## config.mk

```make
export PLATFORM = sky130hd
export DESIGN_NAME = pc_ctrl
export DESIGN_NICKNAME = d
export VERILOG_FILES = /design/src/rtl/pc_ctrl.sv
export SDC_FILE = /design/constraint.sdc
export NUM_CORES = 1
export LEC_CHECK = 0
export CORE_ASPECT_RATIO = 1.5
export CORE_MARGIN = 10
export CORE_UTILIZATION = 45
export DETAILED_ROUTE_END_ITERATION = 10
export DONT_BUFFER_PORTS = 1
export GPL_ROUTABILITY_DRIVEN = 0
export GPL_TIMING_DRIVEN = 0
export HOLD_SLACK_MARGIN = 0.1
export PLACE_DENSITY_LB_ADDON = 0.08
export SYNTH_ARGS = -nofsm -noshare
export SYNTH_HDL_FRONTEND = slang
export SYNTH_SLANG_ARGS = --single-unit
```

## constraint.sdc

```tcl
create_clock -name clk -period 2.11 [get_ports clk]
set_input_delay 0.422 -clock clk [delete_from_list [all_inputs] [get_ports clk]]
set_output_delay 0.422 -clock clk [all_outputs]
set_load 0.01 [all_outputs]
```

## src/rtl/pc_ctrl.sv

```systemverilog
// rtl/pc_ctrl.sv - program counter controller with branch/jump/exception/halt sequencing
// Misaligned redirect targets trap instead of loading pc; exceptions raised under stall are held pending.
module pc_ctrl #(
  parameter int               WIDTH     = 32,
  parameter logic [WIDTH-1:0] RESET_VEC = '0,
  parameter logic [WIDTH-1:0] EXC_VEC   = WIDTH'('h80),
  parameter logic [WIDTH-1:0] STEP      = WIDTH'(4)
) (
  input  logic             clk,
  input  logic             rst,
  input  logic             stall,
  input  logic             br_taken,
  input  logic [WIDTH-1:0] br_target,
  input  logic             jmp,
  input  logic [WIDTH-1:0] jmp_target,
  input  logic             exc_req,
  input  logic             eret,
  input  logic             halt_req,
  input  logic             resume,
  output logic [WIDTH-1:0] pc,
  output logic [WIDTH-1:0] pc_plus,
  output logic [WIDTH-1:0] epc,
  output logic [WIDTH-1:0] badaddr,
  output logic             exc_ack,
  output logic             halted
);

  localparam logic [1:0] RUN  = 2'd0;
  localparam logic [1:0] HALT = 2'd1;
  localparam logic [1:0] TRAP = 2'd2;

  logic [1:0]       r_state;
  logic [WIDTH-1:0] r_pc;
  logic [WIDTH-1:0] r_epc;
  logic [WIDTH-1:0] r_badaddr;
  logic             r_pend;

  logic             w_exc;
  logic             w_tgt_sel;
  logic [WIDTH-1:0] w_tgt;
  logic             w_misal;
  logic [WIDTH-1:0] w_pc_plus;

  assign w_exc     = exc_req | r_pend;
  assign w_pc_plus = r_pc + STEP;

  // eret outranks jmp, which outranks a taken branch
  always_comb begin
    w_tgt_sel = 1'b1;
    w_tgt     = r_epc;
    if (eret) begin
      w_tgt = r_epc;
    end else if (jmp) begin
      w_tgt = jmp_target;
    end else if (br_taken) begin
      w_tgt = br_target;
    end else begin
      w_tgt_sel = 1'b0;
    end
  end

  assign w_misal = w_tgt_sel && (w_tgt[1:0] != 2'b00);

  always_ff @(posedge clk or negedge rst) begin
    if (!rst) begin
      r_state   <= RUN;
      r_pc      <= RESET_VEC;
      r_epc     <= '0;
      r_badaddr <= '0;
      r_pend    <= 1'b0;
    end else begin
      case (r_state)
        RUN: begin
          if (stall) begin
            if (exc_req) r_pend <= 1'b1;
          end else if (w_exc || w_misal) begin
            r_epc   <= r_pc;
            r_pc    <= EXC_VEC;
            r_state <= TRAP;
            r_pend  <= 1'b0;
            if (!w_exc) r_badaddr <= w_tgt;
          end else if (w_tgt_sel) begin
            r_pc <= w_tgt;
          end else if (halt_req) begin
            r_state <= HALT;
          end else begin
            r_pc <= w_pc_plus;
          end
        end
        HALT: begin
          if (stall) begin
            if (exc_req) r_pend <= 1'b1;
          end else if (w_exc) begin
            r_epc   <= r_pc;
            r_pc    <= EXC_VEC;
            r_state <= TRAP;
            r_pend  <= 1'b0;
          end else if (resume) begin
            r_pc    <= w_pc_plus;
            r_state <= RUN;
          end
        end
        TRAP: begin
          // the TRAP cycle fetched EXC_VEC, so the handler continues sequentially
          r_pc    <= w_pc_plus;
          r_state <= RUN;
          if (exc_req) r_pend <= 1'b1;
        end
        default: r_state <= RUN;
      endcase
    end
  end

  assign pc      = r_pc;
  assign pc_plus = w_pc_plus;
  assign epc     = r_epc;
  assign badaddr = r_badaddr;
  assign exc_ack = (r_state == TRAP);
  assign halted  = (r_state == HALT);

endmodule

```

# After elaboration in Yosys (flattened, before gate mapping)
# Index checks and enable logic that the tools add are counted.
# totals
elab_cells	65
register_bits	99
in_bits	73
output_inout_bits	130
# op_classes
reduce_logical	11
addsub	1
n_bitwise	3
n_eq_ne	12
mux	33
# op_table
cell	n
$mux W32	14
$pmux W32 S3	1
$pmux W32 S2	1
$add A32 B3 Y32 const B	1
$reduce_and A5 Y1	3
$mux W2	7
$ne A3 B3 Y1 const B	3
$mux W1	8
$ne A2 B2 Y1 const B	3
$ne A3 B2 Y1 const B	2
$ne A4 B4 Y1 const B	1
$pmux W2 S2	1
$reduce_and A4 Y1	1
$reduce_bool A2 Y1	2
$pmux W1 S3	1
$reduce_and A3 Y1	1
$reduce_bool A3 Y1	1
$eq A2 B1 Y1 const B	1
$eq A2 B2 Y1 const B	1
$logic_not A2 Y1	1
$ne A2 B1 Y1 const B	1
$not A1 Y1	2
$logic_and A1 B1 Y1	1
$logic_or A1 B1 Y1	1
$or A1 B1 Y1	1

# Logic depth before layout (Yosys ltp)
# Gate-level depths: netlist of the first run.
# logic_depth
ltp_word	9
mapped_depth	10
ltp_nobuf	8

# Least setup slack after synthesis of the first run
# OpenSTA, ideal clock, no wires.
# synth_timing
path_type	input to register
start	input jmp
end	register r_epc[0] (netlist: epc[0])
t_arrival_ps	2177
path_buffers	3
setup_time_ps	125
path_stages	9
required_time_ps	1985
slack_ps	-192
cell_sequence	buf_6 > or4b_1 > o21ai_2 > o22ai_4 > a31oi_1 > or3_1 > buf_4 > buf_8 > mux2_4
# synth_between
elab_chain_cells	7
elab_cells_between_ends	9
classes_between	eq/ne: 1; mux: 4; reduce/logical: 4
# synth_rtl
item	line_no	source
start: declaration	14	input logic jmp,
$mux W32	53	end else if (jmp) begin
$mux W32	51	if (eret) begin
$reduce_bool A2 Y1	62	assign w_misal = w_tgt_sel && (w_tgt[1:0] != 2'b00);
$logic_and A1 B1 Y1 *	62	
$logic_or A1 B1 Y1 *	76	end else if (w_exc || w_misal) begin
$ne A2 B2 Y1 (no line) *	--	
$reduce_and A5 Y1 (no line) *	--	
end signal: assignment	77	r_epc <= r_pc;
end signal: assignment	94	r_epc <= r_pc;
end: declaration	34	logic [WIDTH-1:0] r_epc;
# Mark *: on every way between the ends. The rest lies on a longest branch, timed or not.
# A chain may end at the register's enable or synchronous reset.

# Worst setup path after layout of the first run
# layout_timing
start	register r_pc[17] (netlist: pc[17])
end	output pc_plus[29]
# layout_between
elab_chain_cells	1
# layout_rtl
item	line_no	source
start: declaration	33	logic [WIDTH-1:0] r_pc;
start signal: assignment	83	r_pc <= w_tgt;
start signal: assignment	87	r_pc <= w_pc_plus;
start signal: assignment	99	r_pc <= w_pc_plus;
$add A32 B3 Y32	45	assign w_pc_plus = r_pc + STEP;
end: declaration	21	output logic [WIDTH-1:0] pc_plus,
# Every way passes these cells.

==> run metrics, run 1 <==
Critical Path AT=2.19 ns; CTS Buf Count=9; die height=162 um; layout cells sized above 1=46.1%; Post-Layout Inst Area=8340 um^2; setup ws final=-0.502 ns; EDFF count, synth=0; clock skew=0.0111 ns; end of the worst register-to-register path=pc[22]; library cells used by synthesis=67; Synth Register Bits=99; Crit Reg-Reg Startpoint=pc[17]; crit start category=register; Max rail drop VDD=0.545 mV; synthesized instance count=625; RSZ-0062 raised after global routing=true; Iteration-0 DRC Markers=442; Detailed Route WL=25000 um; Leakage=0.00366 uW; Clock Tree Buf Depth=2; met3 routed WL=2670 um; Starting Density=46.4%; placed inst area=6370 um^2; CP endpoint=pc_plus[29]; # nets final=778; vias in the first global route=5684; clk slew on worst S/H paths=0.07 ns; DR WL/cell=29.0 um; dpl hpwl=16900 um; drt drc=0; r2r worst-path depth=7; Port Buf Inserts=0; Max-cap violations=0; # IOs=203; Design Power=8400 uW; final hold vios=99; Layout fillers=1015; Slew HR=49.2%; Area Growth Syn to Fin=37.3%; Post-DRT Antenna Nets=0; CP endpoint kind=output pin; Global Route Usage Sum=25.2%; H-tree levels=3; CP startpoint=pc[17]; pwr dens=1010 nW/um^2; GRT Residual Overflow=0; global-route wire length before repair=36100 um; CTS tree=yes; Syn Area/Cell=9.71 um^2; Core Box Area=13100 um^2; row count=51; synthesized area=6070 um^2; Multi-input gate area=4140 um^2; Hold Crit Class=in2async; Pins Over Slew Limit=0; via count=5634; Final Cycle Share=124%; die area=18600 um^2; minimum clock period=2.61 ns; vias per inst=6.52; dominant synthesized flop cell=dfrtp_1; worst hold slack=-0.245 ns; failing checks=hold timing, setup timing; Worst-Margin Slew=0.762 ns; FMAX=0.383 GHz; largest net degree at the start of global routing=100; Root Driver=clkbuf_16; initial antenna violation count=0; syn_nets=703; highest routed layer=met4; worst-skew pair later-pin latency=0.36 ns; WL met2=12800 um; Die X=115 um; Synth async-reset ratio=100%; register area=2500 um^2; wire length on met1=8890 um; endpoints failing setup=44; crit path kind=reg2out; register area share after synthesis=40.8%; Clock Sinks=99; CP Data Required Time=1.69 ns; drt pass-1 iters=5; yosys warns=0; antenna cells=0; register-to-register setup slack=-0.20 ns; CP Max Fanout=6; status=complete, but fails checks
==> sequential cells by signal, summed over array words and instances (netlist names) <==
name,cells
r_state,2
badaddr,32
pc,32
r_pend,1
epc,32
==> layout make-up <==
cell class	instances	area share (%)
multi-input cells	459	49.6
flip-flops and latches	99	30.0
repair buffers	70	8.34
plain buffers	46	5.57
clock buffers	11	2.91
well taps	159	2.39
inverters	15	0.705
clock inverters	5	0.465
==> cell families after synthesis <==
| family | synth area share, % |
|---|---|
| simple gates | 16.8 |
| compound gates | 19.0 |
| flops | 40.8 |
| buf+inv | 5.85 |
| mux | 12.4 |
| xor+xnor | 4.04 |
| fa+ha+maj | 1.03 |
==> placed cells by master, fill, tap and decap left out, drive strengths merged, types with 7 or more instances in the layout <==
cell type and count:
buf 96, nand2 31, a21oi 56, nand3 17, nor2b 33, mux2 56
nor3 15, inv 15, and3 8, nor2 40, a221oi 9, dfrtp 99
nand4 14, clkbuf 30, o22ai 7, a22oi 30, xnor2 14, xor2 14
o21ai 44
==> what timing repair did <==
action                                  CTS  global route
pin swaps                                42            42
endpoints found under the setup margin  119           113
setup buffers                            42            28
cloned                                    2             5
resized for setup                       143           122
hold endpoints to repair                 99            99
==> per-stage QoR <==
step	TNS, ns	worst slack [ns]	utilization, %	instances
floorplan	-3.56	-0.113	-	625
global route	-12.31	-0.605	63.7	864
finish	-9.25	-0.502	63.7	864
CTS	-8.11	-0.490	58.5	839
global placement	-40.55	-0.639	48.7	784
detailed placement	-43.80	-0.690	48.7	784
==> critical path, cell delays in order, from the launching register on <==
cell	delay, ns
dfrtp_1	0.66
and3_1	0.27
nand4_1	0.24
nor2_4	0.17
nand4_1	0.18
xnor2_2	0.31
==> cells in the mapped netlist, types with 3 or more instances <==
cell / n / share of area, %
a211oi_1: 6 / 0.74
a21o_1: 3 / 0.37
a21oi_1: 55 / 4.5
a221o_1: 3 / 0.49
a221oi_1: 9 / 1.3
a22oi_1: 30 / 3.7
a2bb2oi_1: 3 / 0.43
a31oi_1: 4 / 0.41
and3_1: 8 / 0.82
and4_1: 3 / 0.43
buf_2: 13 / 1.1
buf_4: 5 / 0.62
buf_6: 4 / 0.74
buf_8: 3 / 0.74
clkbuf_1: 25 / 1.5
dfrtp_1: 99 / 41
ha_1: 5 / 1.0
inv_1: 15 / 0.93
mux2_2: 26 / 4.8
mux2_4: 30 / 7.4
nand2_1: 30 / 1.9
nand3_1: 17 / 1.4
nand4_1: 14 / 1.4
nor2_1: 40 / 2.5
nor2b_1: 33 / 3.4
nor3_1: 14 / 1.2
nor4_1: 4 / 0.41
o21ai_0: 43 / 3.5
o22ai_1: 6 / 0.62
o31ai_1: 3 / 0.37
or2_2: 3 / 0.31
or3_1: 4 / 0.41
xnor2_1: 14 / 2.0
xor2_1: 14 / 2.0
==> layer usage <==
layer	track usage, %	up-vias
li1	-	2430
met1	28.6	2848
met2	42.5	309
met3	9.07	47
met4	8.80	0
met5	0	-
==> where the power goes <==
group	internal (uW)	switching [uW]	total (uW)
Clock	838	789	1630
Sequential	2390	840	3230
Combinational	1750	1790	3540
==> worst min-delay path by stage <==
| stage | to | slack, ns | cells after the start |
|---|---|---|---|
| finish | epc[1] | -0.24 | 0 |
| global route | epc[1] | -0.25 | 0 |
| CTS | epc[12] | -0.25 | 0 |
| detailed placement | epc[1] | 0.13 | 0 |
| global placement | epc[1] | 0.13 | 0 |
| floorplan | badaddr[0] | 0.13 | 0 |
(Power assumes the default switching activity.)
==> run 2, diff against run 1 <==
==> constraint.sdc (replaced) <==
create_clock -name clk -period 2.11 [get_ports clk]
set_input_delay 0.422 -clock clk [delete_from_list [all_inputs] [get_ports clk]]
set_output_delay 0.422 -clock clk [all_outputs]
set_load 0.1 [all_outputs]
==> run 2 against run 1 <==
Net effect: the flow still finishes with violations (hold timing, setup timing); first-iteration DRC count is 13% higher; non-clock buffer count is 32 higher; utilization is 8.6 points higher; global-route usage is 1.7 points higher; cell area is 13% higher; critical path depth is 2 higher; worst hold slack worse by 0.0015 ns; setup slack worse by 0.72 ns; routed wire length is 9.2% higher; sequential share of layout area is 2.6 points lower; sequential power is 100% higher; register-to-register slack worse by 0.48 ns; critical path type unchanged.
==> run metrics, run 2 (synthesized netlist as in run 1, its figures left out) <==
Design Power=13100 uW; drt drc=0; worst hold slack=-0.246 ns; vias in the first global route=5944; die area=18600 um^2; CP Max Fanout=4; # IOs=203; DP Cell Count=784; pre-CTS setup slack=-1.12 ns; commonest non-fill, non-tap cells in the layout=dfrtp_1 (63), mux2_4 (55), buf_6 (49), buf_4 (48), a21oi_1 (46); Leakage=0.00405 uW; part of the power in registers=49.9%; via count=5928; CP endpoint kind=output pin; Global Route Usage Sum=26.9%; minimum clock period=3.33 ns; Root Driver=clkbuf_16; DR WL/cell=30.5 um; crit path kind=reg2out; Core Box Area=13100 um^2; Worst-Margin Slew=1.17 ns; GRT Residual Overflow=0; r2r worst-path depth=8; die height=162 um; Pint=5420 uW; layout cells sized above 1=53.3%; row count=51; Final Util=72.3%; Max rail drop VDD=1.22 mV; Slew HR=22.3%; Die X=115 um; most common cell after layout, fill and taps aside=dfrtp_1; Area Growth Syn to Fin=55.8%; worst-skew pair later-pin latency=0.36 ns; H-tree levels=3; RSZ-0062 raised after global routing=true; global-route wire length before repair=38500 um; largest net degree at the start of global routing=100; Pins Over Slew Limit=0; # nets final=811; Max-cap violations=0; Psw=7720 uW; Post-DRT Antenna Nets=0; clock skew=0.00648 ns; Iteration-0 DRC Markers=500; antenna cells=0; Clk pwr share=13.3%; Non-Filler Instances=897; failing checks=hold timing, setup timing; Hold Crit Class=in2async; drt pass-1 iters=6; Detailed Route WL=27300 um; Starting Density=46.4%; FMAX=0.300 GHz; crit start category=register; setup ws final=-1.22 ns; CP Data Required Time=1.69 ns; endpoints failing setup=121; status=complete, but fails checks; Net Sw Frac=58.8%; CTS tree=yes; Clock Tree Buf Depth=2; final hold vios=99; power share of the combinational group=36.7%; CTS Buf Count=9; Final Cycle Share=158%; dpl hpwl=17300 um; clk slew on worst S/H paths=0.07 ns; pwr dens=1390 nW/um^2; Port Buf Inserts=0; vias per inst=6.61; Clock Sinks=99; Critical Path AT=2.91 ns; initial antenna violation count=0
## run 2: changes by cell type in the layout (fill, tap and decap cells not counted), moves of 6 or more
cell | previous run | this run
dfrtp_4 | 0 | 27
buf_6 | 25 | 49
mux2_2 | 26 | 1
dfrtp_1 | 79 | 63
buf_12 | 7 | 14
mux2_4 | 30 | 55
nand3_4 | 1 | 7
xnor2_4 | 4 | 13
dfrtp_2 | 20 | 9
clkinvlp_4 | 1 | 7
xnor2_2 | 8 | 1
## run 2: worst paths after layout
kind                            start     endpoint  slack (ns)
min                               rst   badaddr[1]       -0.25
max in group asynchronous         rst        pc[2]        2.16
min in group clk                stall       r_pend        0.21
min reg2reg                r_state[1]   r_state[1]        0.70
max                            pc[19]  pc_plus[31]       -1.22
max reg2reg                    pc[19]       pc[31]       -0.68
## run 2: area by class of cell
type / instances / area, um^2
tap: 159 / 199
multi-input combinational: 460 / 4580
clock buffer: 11 / 243
inverter: 15 / 77.6
buffer: 47 / 549
sequential: 99 / 2590
timing repair buffer: 101 / 1150
clock inverter: 5 / 62.6
fill: 853 / 3620
## run 2: per-layer routing
metal | vias up | share of wire, % | track usage [%]
met2 | 330 | 51 | 46.1
met5 | - | 0 | 0
li1 | 2491 | - | -
met1 | 3038 | 35 | 30.5
met4 | 0 | 3.4 | 8.97
met3 | 69 | 11 | 9.00
## run 2: power by group through the flow
stage | logic (uW) | registers [uW] | clock network, uW
3_5_place_dp | 3300 | 6500 | 0
5_1_grt | 5020 | 6630 | 1810
2_1_floorplan | 2730 | 6260 | 0
4_1_cts | 4330 | 6510 | 1750
6_report | 4830 | 6560 | 1750
3_3_place_gp | 3230 | 6480 | 0
## run 2: critical path, cell delays in order (launching register included)
cell and delay [ns]:
dfrtp_4 0.64, clkbuf_16 0.20, nand4_1 0.23, nor3_4 0.26
nand4_1 0.19, buf_4 0.25, nor2_4 0.15, xor2_4 0.63
## run 2: per-stage QoR
step / setup TNS [ns] / instance area, um^2
after global placement: -58.80 / 6950
after detailed placement: -61.83 / 6960
after global routing: -51.76 / 9460
after floorplan: -24.35 / 6750
final: -45.35 / 9460
after CTS: -40.89 / 8710
## run 2: timing repair
action | 4_1_cts | 5_1_grt
cloned | 7 | 5
buffers inserted | 66 | 30
gates resized for setup | 192 | 124
setup endpoints to repair | 127 | 126
pin swaps | 61 | 55
hold endpoints to repair | 99 | 99
==> run 3, diff against run 2 <==
--- a/config.mk
+++ b/config.mk
@@ -8,12 +8,14 @@
 export CORE_ASPECT_RATIO = 1.5
 export CORE_MARGIN = 10
 export CORE_UTILIZATION = 45
+export CTS_CLUSTER_SIZE = 28
 export DETAILED_ROUTE_END_ITERATION = 10
 export DONT_BUFFER_PORTS = 1
 export GPL_ROUTABILITY_DRIVEN = 0
 export GPL_TIMING_DRIVEN = 0
 export HOLD_SLACK_MARGIN = 0.1
 export PLACE_DENSITY_LB_ADDON = 0.08
+export SLEW_MARGIN = 10
 export SYNTH_ARGS = -nofsm -noshare
 export SYNTH_HDL_FRONTEND = slang
 export SYNTH_SLANG_ARGS = --single-unit
==> results of run 3 <==
The final DEF is identical to that of run 2; final timing and power are the same.
==> variant 1, RTL diff (flow settings as in run 1) <==
Reset style: synchronous (`rst`), changed in one clocked block.
--- a/src/rtl/pc_ctrl.sv
+++ b/src/rtl/pc_ctrl.sv
@@ -61,7 +61,7 @@
 
   assign w_misal = w_tgt_sel && (w_tgt[1:0] != 2'b00);
 
-  always_ff @(posedge clk or negedge rst) begin
+  always_ff @(posedge clk) begin
     if (!rst) begin
       r_state   <= RUN;
       r_pc      <= RESET_VEC;
Behaviour: differs if rst is asserted again (counterexample within 4 cycles, from zero or initial values and one cycle with rst low); with rst held inactive, the same outputs for 4 cycles.
==> variant 1 against run 1 <==
  * The flow finishes with violations (negative setup slack)
  * Final area down 11%
  * Critical path depth unchanged
  * Wire length up 2.5%
  * Sequential cell count unchanged
  * Non-clock buffer count up 2
  * Hold slack better by 0.52 ns
  * Area after synthesis down 11%
  * Count of clock-buffer cells in the layout unchanged
  * Setup slack worse by 0.17 ns
Power is not compared: it rests on default switching activity, and its combinational part moved more than twofold at a synthesized area within 25%.
==> variant 1: results (changes against run 1) <==
| Metric | Value |
|---|---|
| Total negative slack | -10.67 ns (-1.425 ns) |
| Ranking of synthesized cells by area | dfxtp_1 37%, nand2_1 7.2%, mux2i_1 6.1%, nor2_1 6.1%, a21oi_1 5.2% |
| Pleak | 0.002848 µW |
| Reg-to-reg startpoint | pc[11] |
| Via-to-Cell Ratio | 6.689 (+2.6%) |
| Num CTS Buffers | 9 (unchanged) |
| Setup violators final | 36 (-18%) |
| Mapped Nets | 775 (+10%) |
| Distinct cells, synth | 61 (-9.0%) |
| Slowest cell on crit path | or4_4 |
| Routed Wire Length | 25650 µm (+2.5%) |
| Yosys warns | 0 (unchanged) |
| GRT Util Overall | 28.23% (+3.0 points) |
| Critical path data arrival time | 2.36 ns (+0.17 ns) |
| Fraction of registers with async set or reset after synthesis | 0% (-100 points) |
| Most common library cells after synthesis | 103 x nand2_1, 99 x dfxtp_1, 87 x nor2_1, 56 x a21oi_1, 46 x o21ai_0 |
| Initial antenna violation count | 0 (unchanged) |
| Clock transition at the registers of the reported paths | 0.07 ns (about the same) |
| Skew final | 0.007039 ns (-0.004029 ns) |
| H-Tree Level Count | 3 (unchanged) |
| Share of post-route cells with drive strength above 1 | 29.90% (-16 points) |
| Detailed placer's ending HPWL | 17760 µm (+5.3%) |
| VDD IR-drop max | 0.0003756 V |
| Top FF cell, synth | dfxtp_1 |
| Layout Cells excl Fill | 926 (+7.2%) |
| Clk root buf | clkbuf_16 |
| Clk Latency, worst-skew pair | 0.35 ns |
| Delay-heaviest family, CP | simple AND/OR/NAND/NOR gates |
| Diode count | 0 (unchanged) |
| Hold WC Path Type | in2reg |
| Largest net degree at the start of global routing | 17 (-83%) |
| Max clock buf depth | 2 (unchanged) |
| Min-delay src | exc_req |
| Max FO, Critical Path | 4 (-2) |
| Failing checks | negative setup slack |
| Post-synthesis area per instance | 7.724 µm² (-20%) |
| Status | complete, but fails checks |
| Largest stage delay, worst path | 0.60 ns (-0.06 ns) |
| Drt first pass iters | 6 (+1) |
| First-pass GRT wire length | 36470 µm (+1.2%) |
| Worst slew pin tran | 0.8572 ns (+0.09476 ns) |
| Register area share after synthesis | 36.81% (-4.0 points) |
| DR iter-0 viols | 626 (+42%) |
| Filler cells | 971 (-4.3%) |
| PortBufs | 0 (unchanged) |
| Dpl cells | 847 (+8.0%) |
| Number of global-route vias before repair | 6186 (+8.8%) |
| Setup Crit Path Kind | reg2out |
| Final Worst Setup Slack | -0.6677 ns (-0.1660 ns) |
-- variant 1: power by group --
| part | internal, µW | switching, µW | total, µW | leakage (µW) |
|---|---|---|---|---|
| registers | 1930 | 146 | 2070 | 0.000818 |
| clock network | 928 | 755 | 1680 | 0.000136 |
| logic | 440 | 651 | 1090 | 0.00189 |
| total | 3290 | 1550 | 4850 | 0.00285 |
-- variant 1: cell type report --
type | instances | area (µm²) | share of cell area (%)
plain buffers | 53 | 434.2 | 5.844
clock buffers | 11 | 232.7 | 3.132
clock inverters | 5 | 62.56 | 0.8420
inverters | 13 | 53.80 | 0.7241
multi-input cells | 530 | 3810 | 51.28
flip-flops and latches | 99 | 2057 | 27.69
well taps | 150 | 187.7 | 2.526
repair buffers | 65 | 591.8 | 7.966
-- variant 1: final timing paths --
check / end / slack, ns / depth (start not counted)
min reg2reg: badaddr[31] / 0.51 / 2
min: r_pend / 0.28 / 2
max reg2reg: pc[28] / -0.29 / 7
max: pc_plus[28] / -0.67 / 5
-- variant 1: cells by family after synthesis --
logic type	Yosys count	synth area share [%]
flops	99	36.81
simple gates	271	22.47
mux	33	6.135
fa+ha+maj	5	1.162
compound gates	194	23.57
xor+xnor	27	4.392
buf+inv	68	5.461
-- variant 1: stage by stage --
| step | area, µm² | setup slack (ns) |
|---|---|---|
| 2_1_floorplan | 5498 | -0.2208 |
| 3_3_place_gp | 5685 | -0.8727 |
| 3_5_place_dp | 5685 | -0.9211 |
| 4_1_cts | 6765 | -0.6584 |
| 5_1_grt | 7430 | -0.6985 |
| 6_report | 7430 | -0.6677 |
-- variant 1: repair_timing --
| item | 4_1_cts | 5_1_grt |
|---|---|---|
| gates resized for setup | 122 | 112 |
| setup endpoints to repair | 122 | 116 |
| setup buffers | 37 | 29 |
| endpoints found under the hold margin | 0 | 0 |
| gates cloned | 1 | 2 |
| pin swaps | 26 | 42 |
-- variant 1: routing by layer --
metal,routed length [µm],part of all wire (%),vias to the layer above,GRT usage [%]
met5,0,0,-,0
met4,1509,5.9,0,17.29
met3,3103,12,128,10.08
met2,12630,49,458,47.03
met1,8409,33,2956,29.26
li1,-,-,2652,-
==> variant 2, RTL diff (flow settings as in run 1) <==
Made on the original files. Change the parameter `WIDTH` from 32 to 64.
--- a/src/rtl/pc_ctrl.sv
+++ b/src/rtl/pc_ctrl.sv
@@ -1,7 +1,7 @@
 // rtl/pc_ctrl.sv - program counter controller with branch/jump/exception/halt sequencing
 // Misaligned redirect targets trap instead of loading pc; exceptions raised under stall are held pending.
 module pc_ctrl #(
-  parameter int               WIDTH     = 32,
+  parameter int               WIDTH     = 64,
   parameter logic [WIDTH-1:0] RESET_VEC = '0,
   parameter logic [WIDTH-1:0] EXC_VEC   = WIDTH'('h80),
   parameter logic [WIDTH-1:0] STEP      = WIDTH'(4)
Interface: changed (6 resized); port bits go from 203 to 395. The function was not compared with the original's and may differ.
==> variant 2 against run 1 <==
  * The flow still finishes with violations (negative hold slack, negative setup slack)
  * Wire length is 150% higher
  * Sequential power increased by 82%
  * Final area rose by 110%
  * Register-to-register slack worse by 0.44 ns
  * Total power is 100% higher
  * Sequential cell count rose by 96
  * Area after synthesis up 89%
  * Clock power is 130% higher
  * Setup slack lost 0.53 ns
  * Largest power group unchanged
  * Highest routed layer is now met5
==> variant 2: results (changes against run 1) <==
| Metric | Value |
|---|---|
| Layout Cells excl Fill | 1804 (+110%) |
| Skew final | 0.009609 ns (-0.001459 ns) |
| Max FO, Critical Path | 7 (+1) |
| Reg-to-Reg End | pc[61] |
| Initial antenna violation count | 1 (+1) |
| Total negative slack | -66.76 ns (-57.51 ns) |
| Reg2Reg Depth | 9 (+2) |
| Placed Area | 12520 µm² (+97%) |
| Net Sw Frac | 40.82% (+0.099 points) |
| Overall Power | 16960 µW (+100%) |
| Xor and xnor area share after synthesis | 4.574% (+0.53 points) |
| Post-synthesis compound-gate area fraction | 20.82% (+1.8 points) |
| DR iter-0 viols | 1386 (+210%) |
| Setup violators final | 188 (+330%) |
| Register area share after synthesis | 42.47% (+1.7 points) |
| Drt first pass iters | 6 (+1) |
| Clk Latency, worst-skew pair | 0.46 ns (+0.10 ns) |
| Synth Area in Adders | 0.5445% (-0.49 points) |
| Gate power share | 43.0% (+0.8 points) |
| Hold Worst Slack | -0.3449 ns (-0.09992 ns) |
| Most common library cells after synthesis | 195 x dfrtp_1, 126 x nand2_1, 114 x o21ai_0, 93 x nor2_1, 76 x a21oi_1 |
| First-pass GRT wire length | 84630 µm (+130%) |
| Share of post-route cells with drive strength above 1 | 44.92% (-1.2 points) |
| Hold WC Path Type | in2async |
| Fin. Hold Viols | 195 (+97%) |
| Reg-to-reg startpoint | pc[30] |
| Final Worst Setup Slack | -1.036 ns (-0.5348 ns) |
| Num CTS Buffers | 17 (+8) |
| Clk root buf | clkbuf_16 |
| Pleak | 0.007739 µW (+110%) |
| Filler cells | 1768 (+74%) |
| R2R Setup Slk | -0.64 ns (-0.44 ns) |
| H-Tree Level Count | 4 (+1) |
| Dpl cells | 1589 (+100%) |
| Ranking of synthesized cells by area | dfrtp_1 42%, mux2_2 5.8%, o21ai_0 5.0%, a221oi_1 4.7%, nand2_1 4.1% |
| Post-synthesis mux area share | 6.273% (-6.1 points) |
| GRT Util Overall | 35.54% (+10 points) |
| Pre-CTS setup slack | -1.580 ns (-0.8903 ns) |
| Routed Wire Length | 62500 µm (+150%) |
| Largest stage delay, worst path | 0.58 ns (-0.08 ns) |
| Critical path data arrival time | 2.72 ns (+0.53 ns) |
| Flop pwr share | 34.6% (-3.9 points) |
| Status | complete, but fails checks |
| Slowest cell on crit path | dfrtp_2 |
| Detailed placer's ending HPWL | 40330 µm (+140%) |
| Post-synthesis area per instance | 9.111 µm² (-6.2%) |
| Routed via count | 12470 (+120%) |
| Worst slew pin tran | 0.9115 ns (+0.1490 ns) |
| Failing checks | negative hold slack, negative setup slack |
| Largest net degree at the start of global routing | 196 (+96%) |
| Distinct cells, synth | 69 (+3.0%) |
| Mapped Nets | 1403 (+100%) |
| Yosys warns | 0 (unchanged) |
| VDD IR-drop max | 0.0007284 V (+34%) |
[variant 2: cell count changes after synthesis, moves of 34 or more]
cell      change
a221oi_1     +53
clkbuf_1     +42
dfrtp_1      +96
nand2_1      +96
nor2_1       +53
nor2b_1      +34
o21ai_0      +71
[variant 2: layer usage]
metal,vias up,GRT usage [%],part of all wire (%)
li1,5022,-,-
met1,6265,39.58,34
met2,912,57.90,47
met3,269,11.54,12
met4,2,20.63,7.7
met5,-,0,0.021
[variant 2: worst max path at each step]
stage,startpoint,end,cells after the start
final,pc[30],pc_plus[60],7
after detailed placement,br_taken,badaddr[61],9
after floorplan,pc[41],pc_plus[63],7
after CTS,pc[28],pc_plus[60],6
after global placement,br_taken,pc[14],9
after global routing,pc[7],pc_plus[60],6
[variant 2: worst register-to-register path, cell delays in order (launching register included)]
cell and delay (ns):
dfrtp_2 0.58, nand4_1 0.16, buf_4 0.19, nor4_4 0.27
buf_4 0.19, nand4b_4 0.19, or3_4 0.47, buf_6 0.14
or4_4 0.41, o211ai_2 0.08
[variant 2: cell type report]
| type | instances | area [µm²] | share of cell area, % |
|---|---|---|---|
| Buffer | 100 | 1033 | 5.872 |
| Tap cell | 328 | 410.4 | 2.332 |
| Multi-Input combinational cell | 943 | 8426 | 47.87 |
| Sequential cell | 195 | 4943 | 28.09 |
| Timing Repair Buffer | 188 | 2069 | 11.76 |
| Clock inverter | 14 | 220.2 | 1.251 |
| Inverter | 18 | 67.56 | 0.3839 |
| Clock buffer | 18 | 429.2 | 2.439 |
[variant 2: repair_timing]
item                                    in CTS  in global routing
cloned                                      18                  0
setup buffers                              115                 72
gates resized for setup                    437                198
hold endpoints to repair                   195                195
endpoints found under the setup margin     250                243
pin swaps                                   95                102
